===== src/rtl/per_timer_if.sv =====
// Bus-side types and the device-slot interface used by per_timer.
// A master drives select/address/data/direction and the timer answers with
// registered read data and a level interrupt.

package per_bus_pkg;
  typedef enum logic [1:0] {
    SelectAsNone   = 2'd0,
    SelectAsMaster = 2'd1,
    SelectAsDevice = 2'd2
  } select_mode_e;

  localparam logic RWInoutR = 1'b0;
  localparam logic RWInoutW = 1'b1;
endpackage

interface per_timer_if;
  import per_bus_pkg::*;

  select_mode_e select_as_in;
  logic [31:0]  addr_in;
  logic [31:0]  data_in;
  logic         rw_in;
  logic [31:0]  data_out;
  logic         irq_out;

  modport master (
    output select_as_in, addr_in, data_in, rw_in,
    input  data_out, irq_out
  );

  modport slave (
    input  select_as_in, addr_in, data_in, rw_in,
    output data_out, irq_out
  );
endinterface


===== src/rtl/per_timer.sv =====
// Memory-mapped timer: prescaled 32-bit up-counter with compare match,
// optional auto-reload, sticky MATCH flag and a registered level interrupt.
// Register window is 32 bytes at BASE_ADDR; offsets are word indices 0..7.

module per_timer
  import per_bus_pkg::*;
#(
  parameter logic [31:0] BASE_ADDR = 32'h1000_0000
) (
  input  logic   clk,
  input  logic   rst,
  per_timer_if.slave bus
);

  localparam logic [2:0] OFF_CTRL     = 3'd0;
  localparam logic [2:0] OFF_PRESCALE = 3'd1;
  localparam logic [2:0] OFF_COUNT    = 3'd2;
  localparam logic [2:0] OFF_COMPARE  = 3'd3;
  localparam logic [2:0] OFF_STATUS   = 3'd4;

  // Architectural state
  logic [2:0]  ctrl_q;       // {IRQEN, AUTORELOAD, EN}
  logic [15:0] prescale_q;
  logic [31:0] count_q;
  logic [31:0] compare_q;
  logic        match_q;
  logic [15:0] pcnt_q;
  logic [31:0] data_q;
  logic        irq_q;

  // Next-state values
  logic [2:0]  ctrl_d;
  logic [15:0] prescale_d;
  logic [31:0] count_d;
  logic [31:0] compare_d;
  logic        match_d;
  logic [15:0] pcnt_d;
  logic [31:0] data_d;
  logic        irq_d;

  logic        hit;
  logic        wr;
  logic        rd;
  logic [2:0]  off;
  logic        tick;
  logic        match_set;
  logic [31:0] read_val;

  // Byte-lane bits of the address are not decoded.
  logic unused_addr;
  assign unused_addr = ^bus.addr_in[1:0];

  assign hit  = (bus.select_as_in == SelectAsDevice) &&
                (bus.addr_in[31:5] == BASE_ADDR[31:5]);
  assign off  = bus.addr_in[4:2];
  assign wr   = hit && (bus.rw_in == RWInoutW);
  assign rd   = hit && (bus.rw_in == RWInoutR);
  assign tick = ctrl_q[0] && (pcnt_q == prescale_q);

  // A bus write to COUNT pre-empts the tick, including its match check.
  assign match_set = tick && !(wr && off == OFF_COUNT) && (count_q == compare_q);

  // Read mux over the current (pre-update) register values.
  always_comb begin
    read_val = 32'h0;
    case (off)
      OFF_CTRL:     read_val = {29'h0, ctrl_q};
      OFF_PRESCALE: read_val = {16'h0, prescale_q};
      OFF_COUNT:    read_val = count_q;
      OFF_COMPARE:  read_val = compare_q;
      OFF_STATUS:   read_val = {31'h0, match_q};
      default:      read_val = 32'h0;
    endcase
  end

  // Next-state computation: prescaler/tick first, then bus writes override.
  always_comb begin
    // NOTE: every output of this block gets a default first so no path leaves it unassigned, which would infer a latch.
    ctrl_d     = ctrl_q;
    prescale_d = prescale_q;
    count_d    = count_q;
    compare_d  = compare_q;
    match_d    = match_q;
    pcnt_d     = pcnt_q;

    if (ctrl_q[0]) pcnt_d = tick ? 16'h0 : pcnt_q + 16'd1;

    if (tick) begin
      if (count_q == compare_q && ctrl_q[1]) count_d = 32'h0;
      else                                   count_d = count_q + 32'd1;
    end

    if (wr) begin
      case (off)
        OFF_CTRL: begin
          ctrl_d = bus.data_in[2:0];
          pcnt_d = 16'h0;
        end
        OFF_PRESCALE: begin
          prescale_d = bus.data_in[15:0];
          pcnt_d     = 16'h0;
        end
        OFF_COUNT:   count_d   = bus.data_in;
        OFF_COMPARE: compare_d = bus.data_in;
        OFF_STATUS:  if (bus.data_in[0]) match_d = 1'b0;
        default: ;
      endcase
    end

    // Set beats a simultaneous write-1-clear.
    if (match_set) match_d = 1'b1;

    data_d = rd ? read_val : 32'h0;
    irq_d  = match_d & ctrl_d[2];
  end

  // Register update with asynchronous active-high reset.
  always_ff @(posedge clk or posedge rst) begin
    // NOTE: sequential state uses non-blocking assignments so every register samples pre-edge values.
    if (rst) begin
      ctrl_q     <= 3'h0;
      prescale_q <= 16'h0;
      count_q    <= 32'h0;
      compare_q  <= 32'hFFFF_FFFF;
      match_q    <= 1'b0;
      pcnt_q     <= 16'h0;
      data_q     <= 32'h0;
      irq_q      <= 1'b0;
    end else begin
      ctrl_q     <= ctrl_d;
      prescale_q <= prescale_d;
      count_q    <= count_d;
      compare_q  <= compare_d;
      match_q    <= match_d;
      pcnt_q     <= pcnt_d;
      data_q     <= data_d;
      irq_q      <= irq_d;
    end
  end

  assign bus.data_out = data_q;
  assign bus.irq_out  = irq_q;

endmodule


===== src/flat_wrapper.sv =====
// flat-port wrapper written by rule: the top's interface ports become plain ports
module per_timer_flat import per_bus_pkg::*;
#(
  parameter logic [31:0] BASE_ADDR = 32'h1000_0000
)
  (clk, rst, bus_select_as_in, bus_addr_in, bus_data_in, bus_rw_in, bus_data_out, bus_irq_out);
  per_timer_if bus_i ();
  input  logic clk;
  input  logic rst;
  input wire logic [$bits(bus_i.select_as_in)-1:0] bus_select_as_in;
  input wire logic [$bits(bus_i.addr_in)-1:0] bus_addr_in;
  input wire logic [$bits(bus_i.data_in)-1:0] bus_data_in;
  input wire logic [$bits(bus_i.rw_in)-1:0] bus_rw_in;
  output wire logic [$bits(bus_i.data_out)-1:0] bus_data_out;
  output wire logic [$bits(bus_i.irq_out)-1:0] bus_irq_out;
  assign bus_i.select_as_in = bus_select_as_in;
  assign bus_i.addr_in = bus_addr_in;
  assign bus_i.data_in = bus_data_in;
  assign bus_i.rw_in = bus_rw_in;
  assign bus_data_out = bus_i.data_out;
  assign bus_irq_out = bus_i.irq_out;
  per_timer #(.BASE_ADDR(BASE_ADDR)) u_core (.clk(clk), .rst(rst), .bus(bus_i));
endmodule

===== config.mk =====
export PLATFORM = sky130hd
export DESIGN_NAME = per_timer_flat
export DESIGN_NICKNAME = d
export VERILOG_FILES = /design/src/rtl/per_timer_if.sv /design/src/rtl/per_timer.sv /design/src/flat_wrapper.sv
export SDC_FILE = /design/constraint.sdc
export NUM_CORES = 1
export LEC_CHECK = 0
export BUFFER_PORTS_ARGS = -buffer_cell sky130_fd_sc_hd__buf_2
export CAP_MARGIN = 40
export CORE_ASPECT_RATIO = 1.4
export CORE_MARGIN = 2
export CORE_UTILIZATION = 36
export CTS_BUF_LIST = sky130_fd_sc_hd__clkbuf_16
export DETAILED_ROUTE_END_ITERATION = 16
export PLACE_DENSITY = 0.61
export RECOVER_POWER = 25
export SLEW_MARGIN = 10
export SYNTH_ARGS = -nofsm -noshare
export SYNTH_HDL_FRONTEND = slang
export SYNTH_SLANG_ARGS = --single-unit
export TNS_END_PERCENT = 20

===== constraint.sdc =====
create_clock -name clk -period 5.13 [get_ports clk]
set_clock_uncertainty 0.05 [all_clocks]
set_input_delay 0.513 -clock clk [delete_from_list [all_inputs] [get_ports clk]]
set_output_delay 0.513 -clock clk [all_outputs]
set_load 0.05 [all_outputs]

==> metrics, run 1 <==
initial antenna violation count 0; Setup crit start kind flop; total die area between 20,000 and 25,000 um^2; post-DP HPWL 15.1 mm; EDFF count, synth 0; vias in the first global route 5,869; Fin Hold WS 0.260 ns; mean number of vias per cell 5.49; compound-gate portion of the synthesized area 0.0998; hold_buf cts 0; critical path depth 7; cts repair resizes 0; Setup Fix Bufs, Post-CTS 0; row count 61; number of DRC markers in iteration 0 350; WL/cell just under 20 um; WP data arrival between 3 and 4 ns; TritonCTS clock tree built; CTS clk-pin slew, worst paths 0.06 ns; Req. time, crit path 5.38 ns; violated checks capacitance limit, slew limit; # H-tree levels 4; power per cell area around 280 nW/um^2; R2R cell count 7; Core ar. 19,900 um^2; Worst path top cell family by delay simple AND/OR/NAND/NOR gates; commonest cells after routing, fill and taps aside dfrtp_1, buf_2, nor2_1; crit path from u_core.count_q[0]; Fillers between 1,500 and 2,000; XOR/XNOR share of the synthesized area 0.0911; Syn Area/Cell 10.2 um^2; Setup WS pre-CTS 1.66 ns; vias just under 6,000; Max rail drop VDD approximately 230 uV; Syn Std Cell Area 7310 um^2; FFs w/ async S/R, synth 1.00; fraction of layout cells with a size suffix above 1 0.315; Mapped Cells between 700 and 800; Hold Fails Final Rpt 0; critical path buffer and inverter count 1; Setup TNS Final 0 ns; #FFs+latches synth 133; fin nets between 800 and 900; # diodes 0; Warnings, synthesis 0; DRT antenna net count 0; R2R Setup Slk between 1.5 and 2 ns; crit-path cells xnor2_1 > nand4_1 > nor4_4 > nand3_1 > o21ai_2 > buf_6 > o21ai_0; Worst Tran Pin Value 2.35 ns; CP endpoint kind flop; Crit Path Max Fanout 12; DR pass1 iterations 5; crit path time final about 3.5 ns; largest net degree at the start of global routing 53; DRC viols 0; global-route wire length before repair about 33 mm; Reg2Reg Capture Point u_core.count_q[31]; placer congestion estimate between 0.9 and 1; Max Cap Violations 1; RSZ-0062 raised after global routing false; delay of the slowest critical-path stage 0.66 ns; GR Overflow Total 0; starting density of the core 0.367; Netlist cell types between 50 and 60; r2r startpoint u_core.count_q[0]; top cells by area, synth dfrtp_1, dfstp_2, mux2_2; largest buffer count on any clock path 2; status finished, violations left; CTS buffer count 17; Synth Flop Type dfrtp_1; IO Pins 102; Critical-path top delay cell o21ai_2; number of port buffers 99; Die W about 120 um; Final Cycle Share 0.682; mux cell area share after synthesis 0.106; Max Freq approximately 290 MHz; overall routing resource usage 0.196; top cell type's share of synthesized area 0.346; Synth Area in Simple Gates 0.196; Die H 173 um; clk_lat worst skew 0.43 ns; final setup fails 0; sequential area share after synthesis 0.461; Mapped Nets 787; synth-to-layout area growth 16.8%; Hold Path Class in -> reg; Clock Tree Root clkbuf_16; Critical Path Sink u_core.count_q[31]; most common cell after layout, fill and taps aside dfrtp_1; CP Class reg -> reg; largest family of logic cells by synthesized area simple AND/OR/NAND/NOR gates; clk sinks around 130; wirelength, routed 20.7 mm; adder-cell area share of the yosys netlist 0.00342; post-synth top area cell dfrtp_1; final slew viol count 51; Static Leakage roughly 3.7 nW; final setup margin 1.63 ns; hold path depth 3; overall power between 2 and 2.5 mW; slew margin rel. -0.573
worst min path at each step:
stage / start / endpoint / slack (ns)
after floorplan: u_core.compare_q[11] / u_core.compare_q[11] / 0.42
after global placement: u_core.compare_q[9] / u_core.compare_q[9] / 0.43
after detailed placement: u_core.compare_q[11] / u_core.compare_q[11] / 0.45
after CTS: rst / u_core.bus.data_out[24] / 0.08
after global routing: bus_data_in[19] / u_core.count_q[19] / 0.27
final: bus_data_in[25] / u_core.count_q[25] / 0.26
metrics by stage:
stage,std cells,utilization,area [um^2]
after floorplan,716,-,7310
after global placement,1020,0.396,7890
after detailed placement,1024,0.399,7940
after CTS,1056,0.429,8540
after global routing,1056,0.429,8540
final,1056,0.429,8540
routing by layer:
layer  share of wire  routed length (um)  GRT usage
met5               0                   0          0
met4           0.034                 694     0.0861
met3           0.036                 741     0.0294
met2            0.51               10600      0.342
met1            0.42                8650      0.238
final cells by class:
cell class              count  area (um^2)  share of cell area
clock buffers              17          425              0.0498
clock inverters            15          176              0.0207
inverters                  10         38.8             0.00454
multi-input cells         522         3640               0.426
flip-flops and latches    133         3370               0.395
well taps                 252          315              0.0369
repair buffers            107          576              0.0674
power breakdown:
group          internal, mW  total [mW]  switching [mW]
combinational        0.0301      0.0866          0.0565
sequential             1.05        1.05      0.00000261
clock                 0.768        1.26           0.496
total                  1.85        2.40           0.552
kinds of logic (layout without fill, tap and decap cells):
logic type | count (synthesis) | after routing
and+or+nand+nor | 269 | 269
DFF | 133 | 133
AOI/OAI and AO/OA | 108 | 108
xor gates and xnor gates | 76 | 76
muxes | 67 | 67
buffers and inverters | 61 | 149
adders and majority gates | 2 | 2
registers in the layout (all words and copies together) (netlist names):
signal and flops:
u_core.pcnt_q 16, u_core.bus.data_out 32, u_core.ctrl_q 3, u_core.bus.irq_out 1, u_core.prescale_q 16, u_core.count_q 32, u_core.match_q 1, u_core.compare_q 32
worst register-to-register path: cells and delay by family (launching register included):
family | cells | cell delay, ns
flip-flops | 1 | 0.45
buffers and inverters | 1 | 0.23
XOR/XNOR | 1 | 0.44
AND/OR/NAND/NOR | 3 | 1.44
AO/OA/AOI/OAI | 2 | 0.76
cells in the mapped netlist, drive strengths merged, types with 25 or more instances:
cell type  instances
a22oi             33
xnor2             51
nand4             31
o21ai             38
nor2              74
nand2             52
dfrtp            101
xor2              25
nor4              32
clkbuf            32
dfstp             32
mux2              62
(Power assumes the default switching activity.)
==> run 2, diff against run 1 <==
ABC_AREA = 1   (was not set)
clock period = 3.32 ns   (was 5.13 ns; I/O delays follow)
==> run 2 against run 1 <==
The run still ends with capacitance limit, slew limit left. Sequential share of layout area decreased by 3.8 points. Wire length is 16% higher. Clock power up 52%. Flip-flop and latch count stayed put. Area after synthesis increased by 10%. Cell area is 11% higher. Critical endpoint is now u_core.count_q[13].
==> metrics, run 2 <==
status finished, violations left; violated checks capacitance limit, slew limit; Setup WS pre-CTS a little under 0.9 ns; Final Cycle Share 0.733; crit path from u_core.prescale_q[1]; Syn Area/Cell between 6 and 7 um^2; top cells by area, synth dfrtp_1, nand2_1, dfstp_2; vias in the first global route about 7,600; row count 64; commonest cells after routing, fill and taps aside nand2_1, nor2_1, inv_1; Hold Path Class in -> reg; final slew viol count 134; Max Freq a little over 400 MHz; R2R Setup Slk 0.88 ns; wirelength, routed ~24 mm; final setup margin between 0.8 and 0.9 ns; slew margin rel. -0.269; placer congestion estimate a little under 0.9; initial antenna violation count 0; CTS buffer count 17; r2r startpoint u_core.prescale_q[1]; Req. time, crit path 3.58 ns; Mapped Cells between 1,000 and 1,500; DR pass1 iterations 5; Die W roughly 130 um; GR Overflow Total 0; synth cell count leaders nand2_1, nor2_1, inv_1; Die H around 180 um; Max Cap Violations 1; WP data arrival around 2.7 ns; cts repair resizes 0; Mapped Nets 1,268; top cell type's share of synthesized area 0.313; DRT antenna net count 0; CP Class reg -> reg; IO Pins between 100 and 150; post-synth top area cell dfrtp_1; Most Crowded Layer GR met2; worst hold endpoint u_core.count_q[27]; fin util 0.430; EDFF count, synth 0; fraction of layout cells with a size suffix above 1 0.167; mean number of vias per cell between 4 and 5; most common cell after layout, fill and taps aside nand2_1; final setup fails 0; switching pwr ~0.88 mW; R2R cell count 11; power per cell area 396 nW/um^2; fin nets between 1,000 and 1,500; Clock Tree Root clkbuf_16; hold_buf cts 0; Global Route met1 Usage 0.232; P_int about 2.9 mW; overall routing resource usage 0.210; #FFs+latches synth 133; final non-filler cell total 1,600; crit path time final 2.44 ns; largest net degree at the start of global routing around 130; CP dominant cell by count nand2_1; Static Leakage around 4.5 nW; synth-to-layout area growth 16.9%; # diodes 0; TritonCTS clock tree built; Crit Path Max Fanout 22; clk sinks about 130; Worst Tran Pin Value between 1.5 and 2 ns; Clk pwr share 0.513; clk_lat worst skew approximately 0.44 ns; crit-path cells inv_1 > nand2_1 > nand2_1 > nor2_1 > nand2_1 > nor2_4 > inv_2 > nor2_8 > nand3_4 > nand2_2 > o21ai_0; Critical-path top delay cell dfrtp_1; Setup Fix Bufs, Post-CTS 0; delay of the slowest critical-path stage ~0.46 ns; starting density of the core 0.368; met2 Usage GRT 0.383; hold_sp bus_data_in[27]; Core ar. 21,900 um^2; post-DP HPWL ~17 mm; Syn Std Cell Area 8070 um^2; Netlist cell types a little over 40; Reg power frac 0.437; CTS clk-pin slew, worst paths around 0.06 ns; sequential area share after synthesis 0.417; number of port buffers 99; largest buffer count on any clock path 2; Setup TNS Final 0 ns; CP endpoint kind flop; WL/cell 15.0 um; RSZ-0062 raised after global routing false; Max rail drop VDD 380 uV; FFs w/ async S/R, synth 1.00; global-route wire length before repair about 38 mm; vias 7,771; count leader, synth nand2_1; hold path depth 3; Synth Flop Type dfrtp_1; sw frac 0.237; total die area 23,600 um^2; Hold Fails Final Rpt 0; Warnings, synthesis 0; Fin Hold WS roughly 0.067 ns; DRC viols 0; # H-tree levels 4; number of DRC markers in iteration 0 around 470; Reg2Reg Capture Point u_core.count_q[13]; Setup crit start kind flop; global routing usage on met3 0.0361; combinational power share 0.050; placed cells ~1,600
-- run 2: final cells by class --
cell class | instances | area (um^2)
clock buffer | 17 | 425
multi-input combinational | 868 | 3900
fill | 2339 | 12500
sequential | 133 | 3370
timing repair buffer | 110 | 597
tap | 297 | 372
clock inverter | 15 | 164
inverter | 160 | 606
-- run 2: cell families after synthesis --
kind of cell | share of synthesized area
xor+xnor | 0.00977
compound gates | 0.0779
flops | 0.417
fa+ha+maj | 0.00310
buf+inv | 0.0994
simple gates | 0.392
-- run 2: per-stage QoR --
| step | instance area, um^2 | power (mW) |
|---|---|---|
| 6_report | 9430 | 3.74 |
| 5_1_grt | 9430 | 3.85 |
| 4_1_cts | 9450 | 3.77 |
| 3_5_place_dp | 8860 | 1.85 |
| 3_3_place_gp | 8830 | 1.85 |
| 2_1_floorplan | 8070 | 1.76 |
-- run 2: power by group through the flow --
stage	logic (mW)	clock network, mW	registers (mW)
2_1_floorplan	0.0954	0	1.66
6_report	0.185	1.92	1.64
4_1_cts	0.191	1.94	1.63
3_3_place_gp	0.187	0	1.66
5_1_grt	0.208	2.00	1.64
3_5_place_dp	0.190	0	1.66
-- run 2: worst max-delay path, delay by kind of cell, from the launching register on --
family | cells | cell delay (ns)
buffers and inverters | 2 | 0.18
AO/OA/AOI/OAI | 1 | 0.13
AND/OR/NAND/NOR | 8 | 1.48
flip-flops | 1 | 0.46
-- run 2: per-layer routing --
layer,vias up,wire (um)
met5,-,0
met4,0,778
met3,56,981
met2,171,12900
met1,3611,9260
li1,3933,-
-- run 2: worst max-delay path by stage --
stage	endpoint	slack, ns	cells after the start
final	u_core.count_q[13]	0.88	11
after global routing	u_core.count_q[14]	0.69	11
after CTS	u_core.count_q[13]	0.86	11
after detailed placement	u_core.count_q[13]	0.87	11
after global placement	u_core.count_q[14]	0.91	11
after floorplan	u_core.bus.data_out[0]	1.31	1
==> run 3, diff against run 2 <==
PLACE_DENSITY = 0.63   (was 0.61)
clock period = 1.98 ns   (was 3.32 ns; I/O delays follow)
==> run 3 against run 2 <==
The run now ends clean. Power grew 59%. Cell area grew 10%. Count of clock-buffer cells in the layout is the same. Non-clock buffer count grew 100. Critical endpoint is now u_core.count_q[20]. Worst setup slack lost 0.81 ns. Wire length grew 2.6%. Sequential share of layout area shrank 3.2 points. Global-route usage grew 0.60 points. Register-to-register slack lost 0.81 ns. Sequential power grew 67%.
==> metrics, run 3 (synthesis gave the netlist of run 2 again) <==
status finished, final reports clean; final non-filler cell total between 1,500 and 2,000; largest net degree at the start of global routing 80; initial antenna violation count 0; Static Leakage about 5.0 nW; CP Class reg -> reg; hold_sp bus_addr_in[4]; placed cells 1,627; vias in the first global route 7,939; crit path from u_core.count_q[1]; DRC viols 0; most common cell after layout, fill and taps aside nand2_1; placer congestion estimate 0.941; post-DP HPWL roughly 18 mm; Die H between 150 and 200 um; # diodes 0; clk sinks approximately 130; power per cell area 572 nW/um^2; overall routing resource usage 0.216; fin nets around 1,500; CTS buffer count 17; synth-to-layout area growth 29.0%; WL/cell approximately 14 um; Final Cycle Share 0.964; Worst Tran Pin Value 1.34 ns; largest buffer count on any clock path 2; RSZ-0062 raised after global routing true; Req. time, crit path 2.24 ns; TritonCTS clock tree built; overall power approximately 6.0 mW; global-route wire length before repair 39.6 mm; final setup fails 0; DRT antenna net count 0; r2r startpoint u_core.count_q[1]; commonest cells after routing, fill and taps aside nand2_1, inv_1, nor2_1; Hold Fails Final Rpt 0; CP endpoint kind flop; Hold Path Class in -> reg; # H-tree levels 4; slew margin rel. 0.107; Die W around 130 um; fraction of layout cells with a size suffix above 1 0.232; total die area about 24,000 um^2; Clock Tree Root clkbuf_16; clk_lat worst skew around 0.44 ns; row count between 60 and 70; Core ar. 21,900 um^2; number of port buffers roughly 100; Setup WS pre-CTS around 0.034 ns; final slew viol count 0; Max rail drop VDD about 550 uV; crit path time final approximately 1.9 ns; Max Cap Violations 0; Setup crit start kind flop; DR pass1 iterations 8; starting density of the core 0.368; IO Pins slightly above 100; number of DRC markers in iteration 0 460; wirelength, routed about 25 mm; mean number of vias per cell about 4.8; vias between 8,000 and 9,000; Crit Path Max Fanout 4; Setup TNS Final 0 ns; CTS clk-pin slew, worst paths about 0.060 ns; Max Freq 524 MHz; GR Overflow Total 0; WP data arrival roughly 2.2 ns; final setup margin around 0.071 ns
-- run 3: changes by cell type in the layout (fill, tap and decap cells not counted), sizes merged --
cell         delta
dlygate4sd3    +33
clkinv          +3
bufinv          -2
inv             +4
clkinvlp        -5
buf            +67
-- run 3: layout make-up --
type                       instances  area (um^2)
fill                            2287        11500
sequential                       133         3380
tap                              297          372
inverter                         160          603
clock inverter                    15         90.1
clock buffer                      17          425
multi-input combinational        868         4050
timing repair buffer             210         1490
-- run 3: worst paths after layout --
kind	endpoint	slack [ns]	cells past startpoint
worst max-delay path	u_core.count_q[20]	0.07	11
worst min register to register	u_core.compare_q[19]	0.43	2
max in group asynchronous	u_core.count_q[19]	0.31	4
min in group asynchronous	u_core.count_q[28]	0.68	4
worst min-delay path	u_core.bus.data_out[0]	0.06	3
worst max register to register	u_core.count_q[20]	0.07	11
-- run 3: repair_timing --
item / CTS / global route
endpoints found under the setup margin: 0 / 36
hold endpoints to repair: 169 / 0
hold buffers: 33 / 0
setup buffers: 0 / 8
gates resized for setup: 0 / 58
-- run 3: metrics by stage --
stage | area (um^2) | hold slack, ns | util
global route | 10400 | 0.0565 | 0.474
finish | 10400 | 0.0589 | 0.474
CTS | 10200 | 0.0428 | 0.465
detailed placement | 9360 | 0.277 | 0.426
floorplan | 8070 | 0.260 | -
global placement | 9360 | 0.281 | 0.426
-- run 3: power breakdown --
part / switching, mW / internal (mW)
clock network: 1.17 / 1.67
registers: 0.00967 / 2.73
logic: 0.225 / 0.146
total: 1.40 / 4.55
-- run 3: per-layer routing --
metal | up-vias | share of wire | global-route usage
li1 | 4118 | - | -
met1 | 3755 | 0.39 | 0.239
met2 | 204 | 0.54 | 0.397
met3 | 54 | 0.036 | 0.0346
met4 | 0 | 0.035 | 0.0936
met5 | - | 0 | 0
-- run 3: worst max-delay path: stages (launching register included) --
cell and delay, ns:
dfrtp_1 0.41, ha_2 0.22, nand2_2 0.08, nor2_4 0.16, nand2_2 0.11, nor2_4 0.18
nand3_4 0.11, buf_4 0.16, o21ai_1 0.12, nand2_1 0.07, nand3_2 0.05, nand2_1 0.06
